**src/rtl/hedios_controller_gen2.sv**
```systemverilog
// Hedios command decoder/scheduler: pops RX packets, triggers actions, and
// answers through the TX FIFO with slot readback, status and error replies.
//  state  | meaning
//  IDLE   | wait for lost-data report or an RX packet (pop issued here)
//  POP    | FIFO read latency cycle
//  DECODE | sample head packet, trigger actions, load reply or range
//  SEND   | hold reply until TX has room, then push once
//  STREAM | push next slot of the active range, stall on tx_full
//  GAP    | spacer so stream pushes are never back-to-back
module hedios_controller_gen2 #(
  parameter int SLOT_COUNT           = 4,
  parameter int VAR_ACTION_COUNT     = 2,
  parameter int VARLESS_ACTION_COUNT = 2,
  parameter int DATA_W               = 32,
  parameter int ACK_ACTIONS          = 1
) (
  input  logic                               clk,
  input  logic                               rst,
  input  logic                               rx_empty,
  input  logic                               rx_lost_data,
  input  logic [7:0]                         rx_command,
  input  logic [DATA_W-1:0]                  rx_data,
  output logic                               rx_pop_packet,
  input  logic                               tx_full,
  output logic [7:0]                         tx_command,
  output logic [DATA_W-1:0]                  tx_data,
  output logic                               tx_push_packet,
  input  logic [SLOT_COUNT*DATA_W-1:0]       slots,
  output logic [VAR_ACTION_COUNT-1:0]        var_actions,
  output logic [VAR_ACTION_COUNT*DATA_W-1:0] var_action_parameter,
  output logic [VARLESS_ACTION_COUNT-1:0]    varless_actions,
  output logic                               rst_device,
  output logic                               busy
);

  typedef enum logic [2:0] {
    S_IDLE, S_POP, S_DECODE, S_SEND, S_STREAM, S_GAP
  } state_t;

  state_t state_q, state_d;
  logic lost_q, lost_d;
  logic pop_q, pop_d;
  logic push_q, push_d;
  logic rst_dev_q, rst_dev_d;
  logic [7:0] tx_cmd_q, tx_cmd_d;
  logic [DATA_W-1:0] tx_data_q, tx_data_d;
  logic [VAR_ACTION_COUNT-1:0] var_act_q, var_act_d;
  logic [VARLESS_ACTION_COUNT-1:0] varless_act_q, varless_act_d;
  logic [VAR_ACTION_COUNT*DATA_W-1:0] param_q, param_d;
  logic [8:0] ctr_q, ctr_d;
  logic [8:0] end_q, end_d;

  logic [5:0] act_id;
  logic act_var;
  logic act_valid;
  logic [7:0] rng_start;
  logic [7:0] rng_count;
  logic [8:0] rng_end;
  logic [8:0] slot_sel;
  logic slot_id_ok;
  logic [DATA_W-1:0] slot_val;

  assign act_id    = rx_command[5:0];
  assign act_var   = rx_command[6];
  assign act_valid = act_var ? ({1'b0, act_id} < 7'(VAR_ACTION_COUNT))
                             : ({1'b0, act_id} < 7'(VARLESS_ACTION_COUNT));
  assign rng_start = rx_data[7:0];
  assign rng_count = rx_data[15:8];
  assign rng_end   = {1'b0, rng_start} + {1'b0, rng_count};
  assign slot_id_ok = {1'b0, rx_data[7:0]} < 9'(SLOT_COUNT);

  // One slot mux serves both single-slot replies (DECODE) and streaming.
  assign slot_sel = (state_q == S_DECODE) ? {1'b0, rx_data[7:0]} : ctr_q;

  always_comb begin
    slot_val = '0;
    for (int i = 0; i < SLOT_COUNT; i++) begin
      if (slot_sel == 9'(i)) slot_val = slots[i*DATA_W +: DATA_W];
    end
  end

  always_comb begin
    state_d       = state_q;
    lost_d        = lost_q | rx_lost_data;
    pop_d         = 1'b0;
    push_d        = 1'b0;
    rst_dev_d     = 1'b0;
    tx_cmd_d      = tx_cmd_q;
    tx_data_d     = tx_data_q;
    var_act_d     = '0;
    varless_act_d = '0;
    param_d       = param_q;
    ctr_d         = ctr_q;
    end_d         = end_q;

    case (state_q)
      S_IDLE: begin
        if (lost_q) begin
          tx_cmd_d  = 8'h08;
          tx_data_d = DATA_W'(1);
          lost_d    = rx_lost_data;
          state_d   = S_SEND;
        end else if (!rx_empty) begin
          pop_d   = 1'b1;
          state_d = S_POP;
        end
      end

      S_POP: state_d = S_DECODE;

      S_DECODE: begin
        state_d = S_SEND;
        if (rx_command[7]) begin
          if (!act_valid) begin
            tx_cmd_d  = 8'h0a;
            tx_data_d = DATA_W'(act_id);
          end else begin
            for (int i = 0; i < VAR_ACTION_COUNT; i++) begin
              if (act_var && act_id == 6'(i)) begin
                var_act_d[i]                = 1'b1;
                param_d[i*DATA_W +: DATA_W] = rx_data;
              end
            end
            for (int i = 0; i < VARLESS_ACTION_COUNT; i++) begin
              if (!act_var && act_id == 6'(i)) varless_act_d[i] = 1'b1;
            end
            if (ACK_ACTIONS != 0) begin
              tx_cmd_d  = 8'h02;
              tx_data_d = DATA_W'(act_id);
            end else begin
              state_d = S_IDLE;
            end
          end
        end else begin
          case (rx_command)
            8'h01: begin
              tx_cmd_d  = 8'h03;
              tx_data_d = '0;
            end
            8'h02: begin
              if (slot_id_ok) begin
                tx_cmd_d  = {1'b1, rx_data[6:0]};
                tx_data_d = slot_val;
              end else begin
                tx_cmd_d  = 8'h09;
                tx_data_d = DATA_W'(rx_data[7:0]);
              end
            end
            8'h03: begin
              ctr_d   = '0;
              end_d   = 9'(SLOT_COUNT);
              state_d = S_STREAM;
            end
            8'h06: begin
              if (rng_count == 8'd0 || rng_end > 9'(SLOT_COUNT)) begin
                tx_cmd_d  = 8'h09;
                tx_data_d = DATA_W'(rng_start);
              end else begin
                ctr_d   = {1'b0, rng_start};
                end_d   = rng_end;
                state_d = S_STREAM;
              end
            end
            8'h04: begin
              tx_cmd_d  = 8'h05;
              tx_data_d = DATA_W'(SLOT_COUNT);
            end
            8'h05: begin
              tx_cmd_d  = 8'h06;
              tx_data_d = DATA_W'({8'(VARLESS_ACTION_COUNT), 8'(VAR_ACTION_COUNT)});
            end
            8'h55: begin
              rst_dev_d = 1'b1;
              state_d   = S_IDLE;
            end
            default: begin
              tx_cmd_d  = 8'h0b;
              tx_data_d = '0;
            end
          endcase
        end
      end

      S_SEND: begin
        if (!tx_full) begin
          push_d  = 1'b1;
          state_d = S_IDLE;
        end
      end

      S_STREAM: begin
        if (ctr_q < end_q) begin
          if (!tx_full) begin
            push_d    = 1'b1;
            tx_cmd_d  = {1'b1, ctr_q[6:0]};
            tx_data_d = slot_val;
            ctr_d     = ctr_q + 9'd1;
            state_d   = S_GAP;
          end
        end else begin
          state_d = S_IDLE;
        end
      end

      S_GAP: state_d = S_STREAM;

      default: state_d = S_IDLE;
    endcase
  end

  always_ff @(posedge clk) begin
    if (rst) begin
      state_q       <= S_IDLE;
      lost_q        <= 1'b0;
      pop_q         <= 1'b0;
      push_q        <= 1'b0;
      rst_dev_q     <= 1'b0;
      tx_cmd_q      <= '0;
      tx_data_q     <= '0;
      var_act_q     <= '0;
      varless_act_q <= '0;
      param_q       <= '0;
      ctr_q         <= '0;
      end_q         <= '0;
    end else begin
      state_q       <= state_d;
      lost_q        <= lost_d;
      pop_q         <= pop_d;
      push_q        <= push_d;
      rst_dev_q     <= rst_dev_d;
      tx_cmd_q      <= tx_cmd_d;
      tx_data_q     <= tx_data_d;
      var_act_q     <= var_act_d;
      varless_act_q <= varless_act_d;
      param_q       <= param_d;
      ctr_q         <= ctr_d;
      end_q         <= end_d;
    end
  end

  assign rx_pop_packet        = pop_q;
  assign tx_push_packet       = push_q;
  assign tx_command           = tx_cmd_q;
  assign tx_data              = tx_data_q;
  assign var_actions          = var_act_q;
  assign varless_actions      = varless_act_q;
  assign var_action_parameter = param_q;
  assign rst_device           = rst_dev_q;
  assign busy                 = (state_q != S_IDLE);

endmodule

```
**config.mk**
```make
export PLATFORM = sky130hd
export DESIGN_NAME = hedios_controller_gen2
export DESIGN_NICKNAME = d
export VERILOG_FILES = /design/src/rtl/hedios_controller_gen2.sv
export SDC_FILE = /design/constraint.sdc
export NUM_CORES = 1
export LEC_CHECK = 0
export CAP_MARGIN = 20
export CORE_MARGIN = 4
export CORE_UTILIZATION = 47
export CTS_CLUSTER_SIZE = 28
export DETAILED_ROUTE_END_ITERATION = 8
export GPL_TIMING_DRIVEN = 0
export PLACE_DENSITY_LB_ADDON = 0.3
export SYNTH_ARGS = -nofsm -noshare
export SYNTH_HDL_FRONTEND = slang
export SYNTH_SLANG_ARGS = --single-unit
```
**constraint.sdc**
```tcl
create_clock -name clk -period 10.7 [get_ports clk]
set_clock_uncertainty 0.1 [all_clocks]
set_input_delay 2.675 -clock clk [delete_from_list [all_inputs] [get_ports clk]]
set_output_delay 2.675 -clock clk [all_outputs]
set_load 0.1 [all_outputs]
```
* After elaboration in Yosys (flattened, before gate mapping)
Cells that the tools add are included.
** Cells by class
- $add $sub $neg :: 2
- Order comparisons :: 4
- Equality and inequality tests :: 28
- Muxes and demuxes :: 50
- Bitwise operators :: 5
- Reduce and logical (&&, ||, !) cells :: 24
** Operators by type and width (number)
- $mux W32 :: 10
- $pmux W32 S5 :: 1
- $pmux W32 S3 :: 1
- $mux W9 :: 6
- $pmux W9 S2 :: 3
- $mux W8 :: 6
- $pmux W8 S6 :: 1
- $eq A8 B3 Y1 const B :: 3
- $pmux W8 S3 :: 1
- $mux W3 :: 7
- $eq A9 B2 Y1 const B :: 2
- $pmux W3 S6 :: 1
- $eq A8 B2 Y1 const B :: 2
- $ne A2 B2 Y1 const B :: 6
- $ne A3 B3 Y1 const B :: 4
- $reduce_and A4 Y1 :: 3
- $reduce_and A6 Y1 :: 2
- $mux W1 :: 10
- $add A8 B8 Y9 :: 1
- $add A9 B1 Y9 const B :: 1
- $eq A9 B1 Y1 const B :: 1
- $gt A9 B3 Y1 const B :: 1
- $logic_not A9 Y1 :: 1
- $lt A9 B9 Y1 :: 1
- 27 further kinds :: 38
** Storage, ports and cells
- Bits in registers :: 133
- Bits of input ports :: 173
- Output and inout port bits :: 112
- Word-level logic and storage cells :: 126

* Logic depth before layout (Yosys ltp)
Gate-level depths: netlist (run 1).
- Depth in word-level cells :: 11
- Mapped depth :: 11
- Gate-level depth less buffers :: 9

* Worst setup path before layout (run 1)
OpenSTA, ideal clock, no wires.
- Kind :: input -> register
- Start :: input port rx_data[0]
- End :: register tx_data_q[14], in the netlist tx_data[14]
- Setup time :: 134 ps
- Data arrival time :: 5164 ps
- Required time :: 10466 ps
- Setup slack :: 5302 ps
- Stages on the path :: 11
- Path buffers :: 2
- Cells stage by stage :: ha_1 fa_1 or2_2 a222oi_1 nand3_1 a2111oi_0 o21ai_1 buf_2 buf_2 nand3_1 o21ai_0
** On the way
- Word-level cells in the longest chain between the ends :: 10
- Elaborated cells between the ends (all ways) :: 21
- Those cells by class :: 1 x add/sub; 2 x order compare; 4 x eq/ne; 11 x mux; 3 x reduce/logical
** RTL lines
- from (decl) :: RTL line 22 : input logic [DATA_W-1:0] rx_data,
- branches (longest 10 deep; another with $add A8 B8 Y9)
- to (signal assigned) :: RTL line 232 : tx_data_q <= tx_data_d;
- to (decl) :: RTL line 46 : logic [DATA_W-1:0] tx_data_q, tx_data_d;
Parallel ways; which one is timed is not known. The select of a mux whose other input is x is not followed.
A chain may end at the register's enable or synchronous reset.

* Worst setup path in the final report (run 1)
- Start :: input port rx_data[4]
- End :: register tx_data_q[16], in the netlist tx_data[16]
The elaborated chain is that of the path after synthesis.

==> summary.md, run 1 <==
| Metric | Value |
|---|---|
| CTS resizes | `0` |
| Core area | `14000 um2` |
| TritonCTS clock tree | `yes` |
| Reg-to-reg endpoint | `tx_data[3]` |
| Post-DP HPWL | `21600 um` |
| CP startpoint kind | `primary input` |
| WL final | `28300 um` |
| Highest clock rate | `153 MHz` |
| Relative slew slack | `26.4%` |
| Via total after detailed routing | `8113` |
| Post-synth ARST share | `0%` |
| Synth unique cells | `63` |
| Synth area leader | `dfxtp_1` |
| First-pass GRT wire length | `42600 um` |
| Die Span Y | `about 130 um` |
| I/O pins | `285` |
| CP required | `10.89 ns` |
| Drt via density | `roughly 5.9` |
| Area of the multi-input gates | `~3800 um2` |
| Hold Path Class | `flop to flop` |
| Worst-margin pin slew | `1.10 ns` |
| Fin. max-slew vios | `0` |
| WP depth | `12` |
| Top FF cell, synth | `dfxtp_1` |
| Sequential Area | `2660 um2` |
| Clock latency on the worst-skew pair | `0.43 ns` |
| Reg2reg path depth | `9` |
| Sequential cell area fraction in the yosys report | `approximately two fifths` |
| CTS Buf Count | `17` |
| Pwr/cell area | `127 nW/um2` |
| Critical path peak fanout | `10` |
| Antenna violations before repair | `0` |
| Count of final setup violators | `0` |
| Root Driver | `clkbuf_16` |
| Top cell type's share of synthesized area | `38.9%` |
| Yosys warns | `0` |
| Die Footprint | `between 15000 and 20000 um2` |
| DR DRC count | `0` |
| Max_cap viols | `0` |
| Number of global-route vias before repair | `7773` |
| CP max-delay cell | `a2111oi_0` |
| Avg Inst Size Synth | `7.78 um2` |
| Initial core utilization | `48.7%` |
| Clk slew on worst S/H paths | `0.06 ns` |
| Hold WS | `0.349 ns` |
| Largest net degree at the start of global routing | `17` |
| First DRT Iteration DRCs | `around 720` |
| Routed Antenna Nets | `0` |
| H-tree depth | `4` |
| Post-synth EDFFs | `0` |
| Sink Count | `between 100 and 150` |
| Rows | `43` |
| Cell area after synthesis | `6840 um2` |
| Crit path time final | `6.54 ns` |
| Delay-heaviest family, CP | `compound AO/OA/AOI/OAI gates` |
| Clock tree buffer depth | `2` |
| Total GRT Usage | `32.9%` |
| Layout cells sized above 1 | `4.87%` |
| RSZ-0062 raised after global routing | `false` |
| Worst Setup SP | `rx_data[4]` |
| FF-to-FF Start | `ctr_q[2]` |
| R2r setup slk | `7.11 ns` |
| Wire per inst | `around 21 um` |
| Leakage | `3.59 nW` |
| Fin. Hold Viols | `0` |
| Synth Instances | `879` |
| Number of fill cells | `1082` |
| PortBufs | `281` |
| Final RePlAce weighted congestion | `0.947` |
| Ant. Diodes | `0` |
| Worst Setup Path Type | `primary input to flop` |
| Chip width | `roughly 130 um` |
| Register bit total from synthesis | `133` |
| Slowest cell delay on critical path | `roughly 0.77 ns` |
| CTS Hold Bufs | `0` |
| # Post-CTS Setup Buffers | `0` |
| Post-layout nets | `1370` |
| Worst VDD drop | `113 uV` |
| CP Cell Sequence | `clkdlybuf4s50_1, ha_1, clkbuf_1, xor2_1, a2111oi_0, a31oi_1, a2111oi_0, o21ai_1, buf_2, buf_2, nand3_1, o21ai_0` |
| Crit path capture | `tx_data[16]` |
| Tcrit/Tclk final | `61.1%` |
| Setup crit end kind | `flop` |
| Setup TNS | `0 ns` |
| Drt first pass iters | `5` |
| CP Data Arrival Time | `6.73 ns` |
| Crit path buf inv count | `4` |
| Grt total ovfl | `0` |
| Synth top area cells | `dfxtp_1, nand2_1, a21oi_1` |
| Post-Synthesis Net Count | `1070` |
| Syn-to-layout area delta | `52.3%` |
| Outcome | `completed` |
## cells by family (layout without fill, tap and decap cells)
group	count (synthesis)	count (layout)	share of synthesized area, %
XOR/XNOR	7	7	0.896
AND/OR/NAND/NOR	338	338	22.0
adder cells (fa/ha/maj)	18	18	3.40
multiplexers	19	19	2.80
buffers and inverters	86	399	5.23
flip-flops	133	133	38.9
AO/OA/AOI/OAI	278	278	26.7
## cell type report
| type | count | area share (%) |
|---|---|---|
| multi-input cells | 660 | 36.7 |
| repair buffers | 281 | 27.0 |
| flip-flops and latches | 133 | 25.5 |
| clock buffers | 19 | 4.25 |
| plain buffers | 71 | 2.89 |
| well taps | 180 | 2.16 |
| clock inverters | 13 | 0.960 |
| inverters | 15 | 0.540 |
## registers in the layout, indices dropped and copies added, names as in the netlist
register and cells:
tx_data 32, tx_command 8, state_q 3, var_action_parameter 64, rx_pop_packet 1, var_actions 2, end_q 9, varless_actions 2
rst_device 1, tx_push_packet 1, lost_q 1, ctr_q 9
## Yosys cell counts, types with 2 or more instances
cell type / n
o21ai_1: 3
nor4_1: 9
or2_2: 3
inv_1: 14
a222oi_1: 2
buf_2: 10
a211oi_1: 16
a22oi_1: 58
o22ai_1: 2
buf_4: 2
and3_1: 7
a31oi_1: 7
and2_1: 4
nor3b_1: 2
a311oi_1: 11
dfxtp_1: 133
ha_1: 17
clkbuf_1: 57
xor2_1: 3
o32ai_4: 2
o21a_1: 2
nand4_1: 8
nand3_1: 34
nor2b_1: 8
buf_6: 2
a211oi_2: 2
nor2_1: 56
a21o_1: 5
nand2_1: 166
a21oi_1: 113
o211ai_1: 4
nor3_1: 23
o21ai_0: 27
or3_1: 5
mux2i_1: 18
xnor2_1: 4
a2111oi_0: 4
o221a_2: 3
o2111ai_1: 3
nand2b_1: 7
## worst min-delay path by stage
stage                                   startpoint                       end  slack (ns)  cells after the start
after global routing      var_action_parameter[63]  var_action_parameter[63]        0.37                      2
final                                     end_q[0]                  end_q[0]        0.35                      2
after floorplan                           end_q[0]                  end_q[0]        0.33                      2
after global placement    var_action_parameter[55]  var_action_parameter[55]        0.34                      2
after detailed placement                  end_q[0]                  end_q[0]        0.34                      2
after CTS                                 end_q[0]                  end_q[0]        0.35                      2
## power breakdown
group	leakage [nW]	total, W	internal [W]	switching (W)
clock	0.265	0.000540	0.000305	0.000235
sequential	1.07	0.000509	0.000504	0.00000466
combinational	2.25	0.000279	0.000112	0.000168
## worst min-delay path, delay by kind of cell (launching register included)
family,cells,cell delay [ns]
simple gates,1,0.05
flops,1,0.31
compound gates,1,0.05
## layer usage
metal	global-route usage, %	up-vias	routed length (um)
met5	0	-	0
met4	11.4	0	898
met3	13.1	81	3260
met2	53.0	446	13100
met1	40.0	3799	11000
li1	-	3787	-
## through the flow
step	total power (W)	cells	utilization, %	area (um2)	setup slack, ns
after floorplan	0.000674	879	-	6840	5.30
after global placement	0.000790	1340	70.4	9880	4.08
after detailed placement	0.000793	1340	70.4	9880	4.02
after CTS	0.00133	1372	74.2	10400	4.38
after global routing	0.00137	1372	74.2	10400	3.98
final	0.00133	1372	74.2	10400	4.16
## placed cells by master (no fill, tap or decap), types with 16 or more instances in the layout
| cell | n |
|---|---|
| dfxtp_1 | 133 |
| a22oi_1 | 58 |
| nand2_1 | 166 |
| mux2i_1 | 18 |
| o21ai_0 | 27 |
| clkbuf_1 | 58 |
| nor3_1 | 23 |
| a21oi_1 | 113 |
| clkdlybuf4s50_1 | 281 |
| ha_1 | 17 |
| a211oi_1 | 16 |
| clkbuf_16 | 17 |
| nand3_1 | 34 |
| nor2_1 | 56 |
No activity file was read; power rests on OpenSTA's default activity.
==> inputs of run 2 (changes only) <==
--- a/config.mk
+++ b/config.mk
@@ -7,7 +7,7 @@
 export LEC_CHECK = 0
 export CAP_MARGIN = 20
 export CORE_MARGIN = 4
-export CORE_UTILIZATION = 47
+export CORE_UTILIZATION = 43
 export CTS_CLUSTER_SIZE = 28
 export DETAILED_ROUTE_END_ITERATION = 8
 export GPL_TIMING_DRIVEN = 0
==> constraint.sdc (replaced) <==
create_clock -name clk -period 6.4 [get_ports clk]
set_clock_uncertainty 0.1 [all_clocks]
set_input_delay 1.6 -clock clk [delete_from_list [all_inputs] [get_ports clk]]
set_output_delay 1.6 -clock clk [all_outputs]
set_load 0.1 [all_outputs]
==> run 2 against run 1 <==
Critical endpoint is now tx_data[14]. Worst setup slack worse by 3.2 ns. Largest power group unchanged. Die area increased by 8.7%. First-iteration DRC count is 5.1% higher. Design area increased by 1.6%. Total power increased by 83%. Critical path depth did not move. Combinational power up 66%. Clock-buffer cell count did not move. Sequential power grew 68%. Sequential share of layout area shrank 0.40 points.
==> summary.md, run 2 (synthesis gave the netlist of run 1 again) <==
| Metric | Value |
|---|---|
| Chip width | `134 um` |
| Outcome | `completed` |
| Post-layout nets | `1370` |
| Antenna violations before repair | `0` |
| DR DRC count | `0` |
| CTS Buf Count | `17` |
| Routed Antenna Nets | `0` |
| Crit path time final | `5.44 ns` |
| CP Cell Sequence | `clkdlybuf4s50_1, ha_1, fa_1, or2_2, a222oi_1, nand3_1, a2111oi_0, o21ai_1, buf_2, buf_2, nand3_1, o21ai_0` |
| Most frequent cells in the layout | `clkdlybuf4s50_1, nand2_1, dfxtp_1` |
| Final Util | `~70%` |
| First-pass GRT wire length | `41200 um` |
| Drt first pass iters | `6` |
| Commonest non-fill, non-tap cell in the layout | `clkdlybuf4s50_1` |
| FF-to-FF Start | `state_q[2]` |
| Ant. Diodes | `0` |
| Largest net degree at the start of global routing | `17` |
| WL final | `26400 um` |
| Finished Cell Area | `about 11000 um2` |
| WP depth | `12` |
| Fin. max-slew vios | `0` |
| Wire per inst | `between 15 and 20 um` |
| Root Driver | `clkbuf_16` |
| Total GRT Usage | `between 20 and 30%` |
| Clock latency on the worst-skew pair | `around 0.42 ns` |
| Highest clock rate | `around 180 MHz` |
| Crit path buf inv count | `3` |
| # Post-CTS Setup Buffers | `0` |
| Layout cells sized above 1 | `4.95%` |
| Die Span Y | `about 130 um` |
| Worst Setup SP | `rx_data[8]` |
| CP max-delay cell | `a2111oi_0` |
| TritonCTS clock tree | `yes` |
| Clk slew on worst S/H paths | `0.06 ns` |
| Initial core utilization | `around 45%` |
| Max_cap viols | `0` |
| Critical path peak fanout | `10` |
| Setup TNS | `0 ns` |
| Grt total ovfl | `0` |
| Count of final setup violators | `0` |
| Clock tree buffer depth | `2` |
| Die Footprint | `18000 um2` |
| Drt via density | `5.67` |
| Rows | `45` |
| First DRT Iteration DRCs | `approximately 760` |
| I/O pins | `~290` |
| Pwr/cell area | `229 nW/um2` |
| PortBufs | `281` |
| Reg2reg path depth | `9` |
| Fin. Hold Viols | `0` |
| Sink Count | `~130` |
| Placed instance area | `9920 um2` |
| Hold Path Class | `flop to flop` |
| Setup crit end kind | `flop` |
| H-tree depth | `4` |
| Min-delay src | `end_q[0]` |
| RSZ-0062 raised after global routing | `false` |
| Leakage | `3.65 nW` |
| Hold path cells | `2` |
| CP required | `~6.6 ns` |
| Core area | `15400 um2` |
| Delay-heaviest family, CP | `compound AO/OA/AOI/OAI gates` |
| Worst-margin pin slew | `1.04 ns` |
| CTS Hold Bufs | `0` |
| CP startpoint kind | `primary input` |
| Tcrit/Tclk final | `85.0%` |
| Relative slew slack | `a little under a third` |
| Slowest cell delay on critical path | `about 0.80 ns` |
| Number of global-route vias before repair | `roughly 7600` |
| Hold WS | `approximately 0.35 ns` |
| Syn-to-layout area delta | `54.8%` |
| Final RePlAce weighted congestion | `0.944` |
| Max reg flops | `64` |
| Worst VDD drop | `201 uV` |
| CTS resizes | `0` |
| Post-DP HPWL | `20000 um` |
| Via total after detailed routing | `7952` |
| Worst Setup Path Type | `primary input to flop` |
| Number of fill cells | `approximately 1300` |
| CP Data Arrival Time | `5.63 ns` |
==> run 2: changes by cell type in the layout (fill, tap and decap cells not counted) <==
cell        before  now
bufinv_16        0    5
clkbuf_8         1    2
clkinv_4         3    1
clkinvlp_4       2    1
clkbuf_1        58   57
clkinv_2         3    1
inv_6            5    4
inv_8            0    1
==> run 2: stage by stage <==
| step | setup WS, ns | std cells | total power [W] |
|---|---|---|---|
| 2_1_floorplan | 2.08 | 879 | 0.00113 |
| 3_3_place_gp | 0.721 | 1371 | 0.00132 |
| 3_5_place_dp | 0.706 | 1371 | 0.00133 |
| 4_1_cts | 1.15 | 1403 | 0.00243 |
| 5_1_grt | 0.952 | 1403 | 0.00250 |
| 6_report | 0.963 | 1403 | 0.00243 |
==> run 2: cell type report <==
type                            instances  area, um2  share of cell area (%)
Multi-Input combinational cell        660       3820                    36.1
Inverter                               15       56.3                   0.532
Clock inverter                         13        218                    2.06
Buffer                                 71        302                    2.85
Timing Repair Buffer                  281       2810                    26.6
Sequential cell                       133       2660                    25.1
Tap cell                              211        264                    2.49
Clock buffer                           19        453                    4.28
==> run 2: final timing paths <==
check	slack, ns	end
setup / recovery	0.96	tx_data[14]
hold / removal	0.35	end_q[0]
setup reg to reg	3.08	tx_data[3]
hold reg to reg	0.35	end_q[0]
==> run 2: report_power, final <==
part / internal (W) / switching (W) / total (W)
Sequential: 0.000843 / 0.00000956 / 0.000853
Clock: 0.000719 / 0.000391 / 0.00111
Combinational: 0.000187 / 0.000277 / 0.000463
Total: 0.00175 / 0.000677 / 0.00243
==> run 2: worst register-to-register path: stages (launching register included) <==
cell      delay [ns]
dfxtp_1         0.31
clkbuf_1        0.21
nor3b_1         0.65
nand4_1         0.29
o22ai_1         0.43
clkbuf_1        0.52
a22oi_1         0.18
a21oi_1         0.23
a21oi_1         0.06
a211oi_1        0.26
==> run 2: per-layer routing <==
layer,share of wire [%],vias to the layer above,track usage (%)
met2,46,380,45.5
met3,9.2,52,8.74
met4,2.3,0,7.64
li1,-,3785,-
met1,42,3735,38.7
met5,0,-,0
==> inputs of run 3 (changes only) <==
==> constraint.sdc (replaced) <==
create_clock -name clk -period 5.16 [get_ports clk]
set_clock_uncertainty 0.1 [all_clocks]
set_input_delay 1.29 -clock clk [delete_from_list [all_inputs] [get_ports clk]]
set_output_delay 1.29 -clock clk [all_outputs]
set_load 0.1 [all_outputs]
==> results of run 3 <==
Same layout as run 2 (identical final DEF). Status: completed.
Among the figures that moved: setup slack after placement 0.706 ns -> -0.224 ns; setup slack after layout 0.963 ns -> 0.0327 ns; register-to-register setup slack 3.08 ns -> 1.84 ns; total power 0.00243 W -> 0.00301 W; worst IR drop on VDD 201 uV -> 249 uV
==> variant: new RTL, settings of run 3 <==
`VARLESS_ACTION_COUNT`: 2 -> 1.
--- a/src/rtl/hedios_controller_gen2.sv
+++ b/src/rtl/hedios_controller_gen2.sv
@@ -11,5 +11,5 @@
   parameter int SLOT_COUNT           = 4,
   parameter int VAR_ACTION_COUNT     = 2,
-  parameter int VARLESS_ACTION_COUNT = 2,
+  parameter int VARLESS_ACTION_COUNT = 1,
   parameter int DATA_W               = 32,
   parameter int ACK_ACTIONS          = 1
Interface: changed (resized varless_actions); port bits go from 285 to 284. No check against the original RTL was run, so the function may have changed too.
==> variant against run 3 <==
Worst setup slack improved by 0.28 ns; critical path type unchanged; critical path depth down 1; sequential cell count down 1; non-clock buffer count is 10 higher; highest routed layer unchanged; cell area up 0.87%; worst hold slack worse by 0.0012 ns; die area up 2.5%; wire length up 8.1%; area after synthesis increased by 2.6%; utilization decreased by 1.9 points; sequential share of layout area down 0.41 points.
Power is not compared: it rests on default switching activity, and its combinational part moved more than twofold at a synthesized area within 25%.
==> variant: results (changes against run 3) <==
\begin{tabular}{lr}
\hline
Metric & Value \\
\hline
\multicolumn{2}{l}{\textbf{STA}} \\
Fin worst setup slack & 0.3081 ns (was 0.03265 ns) \\
Worst hold slack after final layout & 0.3444 ns (was 0.3456 ns) \\
\multicolumn{2}{l}{\textbf{Global routing}} \\
Total global-route track usage & 29.72\% (was 28.84\%) \\
Number of global-route vias before repair & 7874 (was 7618) \\
Met3 Use GR & 8.172\% (was 8.740\%) \\
Global-route track usage on met2 & 49.50\% (was 45.48\%) \\
\multicolumn{2}{l}{\textbf{Finish}} \\
Fraction of area in multi-input gates & 37.17\% (was 36.09\%) \\
Non-filler instance count after layout & 1425 (was 1403) \\
Post-route cell area & 0.01068 mm² (was 0.01059 mm²) \\
Multi-input combinational gate total & 667 (was 660) \\
Fraction of area in non-clock buffers & 29.59\% (was 29.41\%) \\
Number of logic inverters in the finished layout & 16 (was 15) \\
\multicolumn{2}{l}{\textbf{Detailed routing}} \\
Via count & 8454 (was 7952) \\
Starting DRC count in detailed routing & 765 (was 756) \\
Post-detailed-route wirelength per cell & 20.06 µm (was 18.84 µm) \\
Pre-Repair DR Iteration Count & 5 (was 6) \\
\multicolumn{2}{l}{\textbf{Status}} \\
Outcome & complete, no violations (unchanged) \\
\multicolumn{2}{l}{\textbf{Min path}} \\
Launch point of the worst hold path & end\_q[8] (was end\_q[0]) \\
Hold Crit Endpoint & end\_q[8] (was end\_q[0]) \\
\multicolumn{2}{l}{\textbf{Logic synthesis}} \\
Post-synthesis adder-cell area fraction & 3.315\% (was 3.402\%) \\
Sequential fraction of the synthesis area & 37.64\% (was 38.92\%) \\
Net Count, Synth & 1087 (was 1070) \\
Fraction of the mapped netlist area in compound gates & 28.09\% (was 26.74\%) \\
Area contributors post-synth & sky130\_fd\_sc\_hd\_\_dfxtp\_1 38\%, sky130\_fd\_sc\_hd\_\_nand2\_1 8.3\%, sky130\_fd\_sc\_hd\_\_a21oi\_1 7.3\% (was sky130\_fd\_sc\_hd\_\_dfxtp\_1 39\%, sky130\_fd\_sc\_hd\_\_nand2\_1 9.1\%, sky130\_fd\_sc\_hd\_\_a21oi\_1 8.3\%) \\
Area share of xor/xnor cells in the synthesized design & 0.7485\% (was 0.8961\%) \\
\multicolumn{2}{l}{\textbf{Setup path}} \\
Reg2Reg Capture Point & tx\_command[4] (was tx\_data[3]) \\
Critical path peak fanout & 7 (was 10) \\
Delay of the slowest critical-path stage & 0.63 ns (was 0.80 ns) \\
Critical Path Sink & end\_q[7] (was tx\_data[14]) \\
Worst endpoint data arrival time & 5.05 ns (was 5.32 ns) \\
\hline
\end{tabular}
variant: cell types whose count changed after synthesis, moves of 9 or more:
| cell | delta |
|---|---|
| sky130_fd_sc_hd__buf_2 | +12 |
| sky130_fd_sc_hd__a221oi_1 | +21 |
| sky130_fd_sc_hd__o41ai_1 | +20 |
| sky130_fd_sc_hd__nand4_1 | +30 |
| sky130_fd_sc_hd__mux2i_1 | -14 |
| sky130_fd_sc_hd__nor3_1 | -13 |
| sky130_fd_sc_hd__nor2_1 | +9 |
| sky130_fd_sc_hd__nand3_1 | -11 |
| sky130_fd_sc_hd__a22oi_1 | -26 |
| sky130_fd_sc_hd__o31ai_1 | +10 |
| sky130_fd_sc_hd__clkbuf_1 | -9 |
| sky130_fd_sc_hd__nand2_1 | -11 |
| sky130_fd_sc_hd__a21oi_1 | -11 |
variant: metal layers:
layer | part of all wire, % | wire (µm)
met5 | 0 | 0
met4 | 2.6 | 743
met3 | 9.0 | 2564
met2 | 48 | 13840
met1 | 40 | 11450
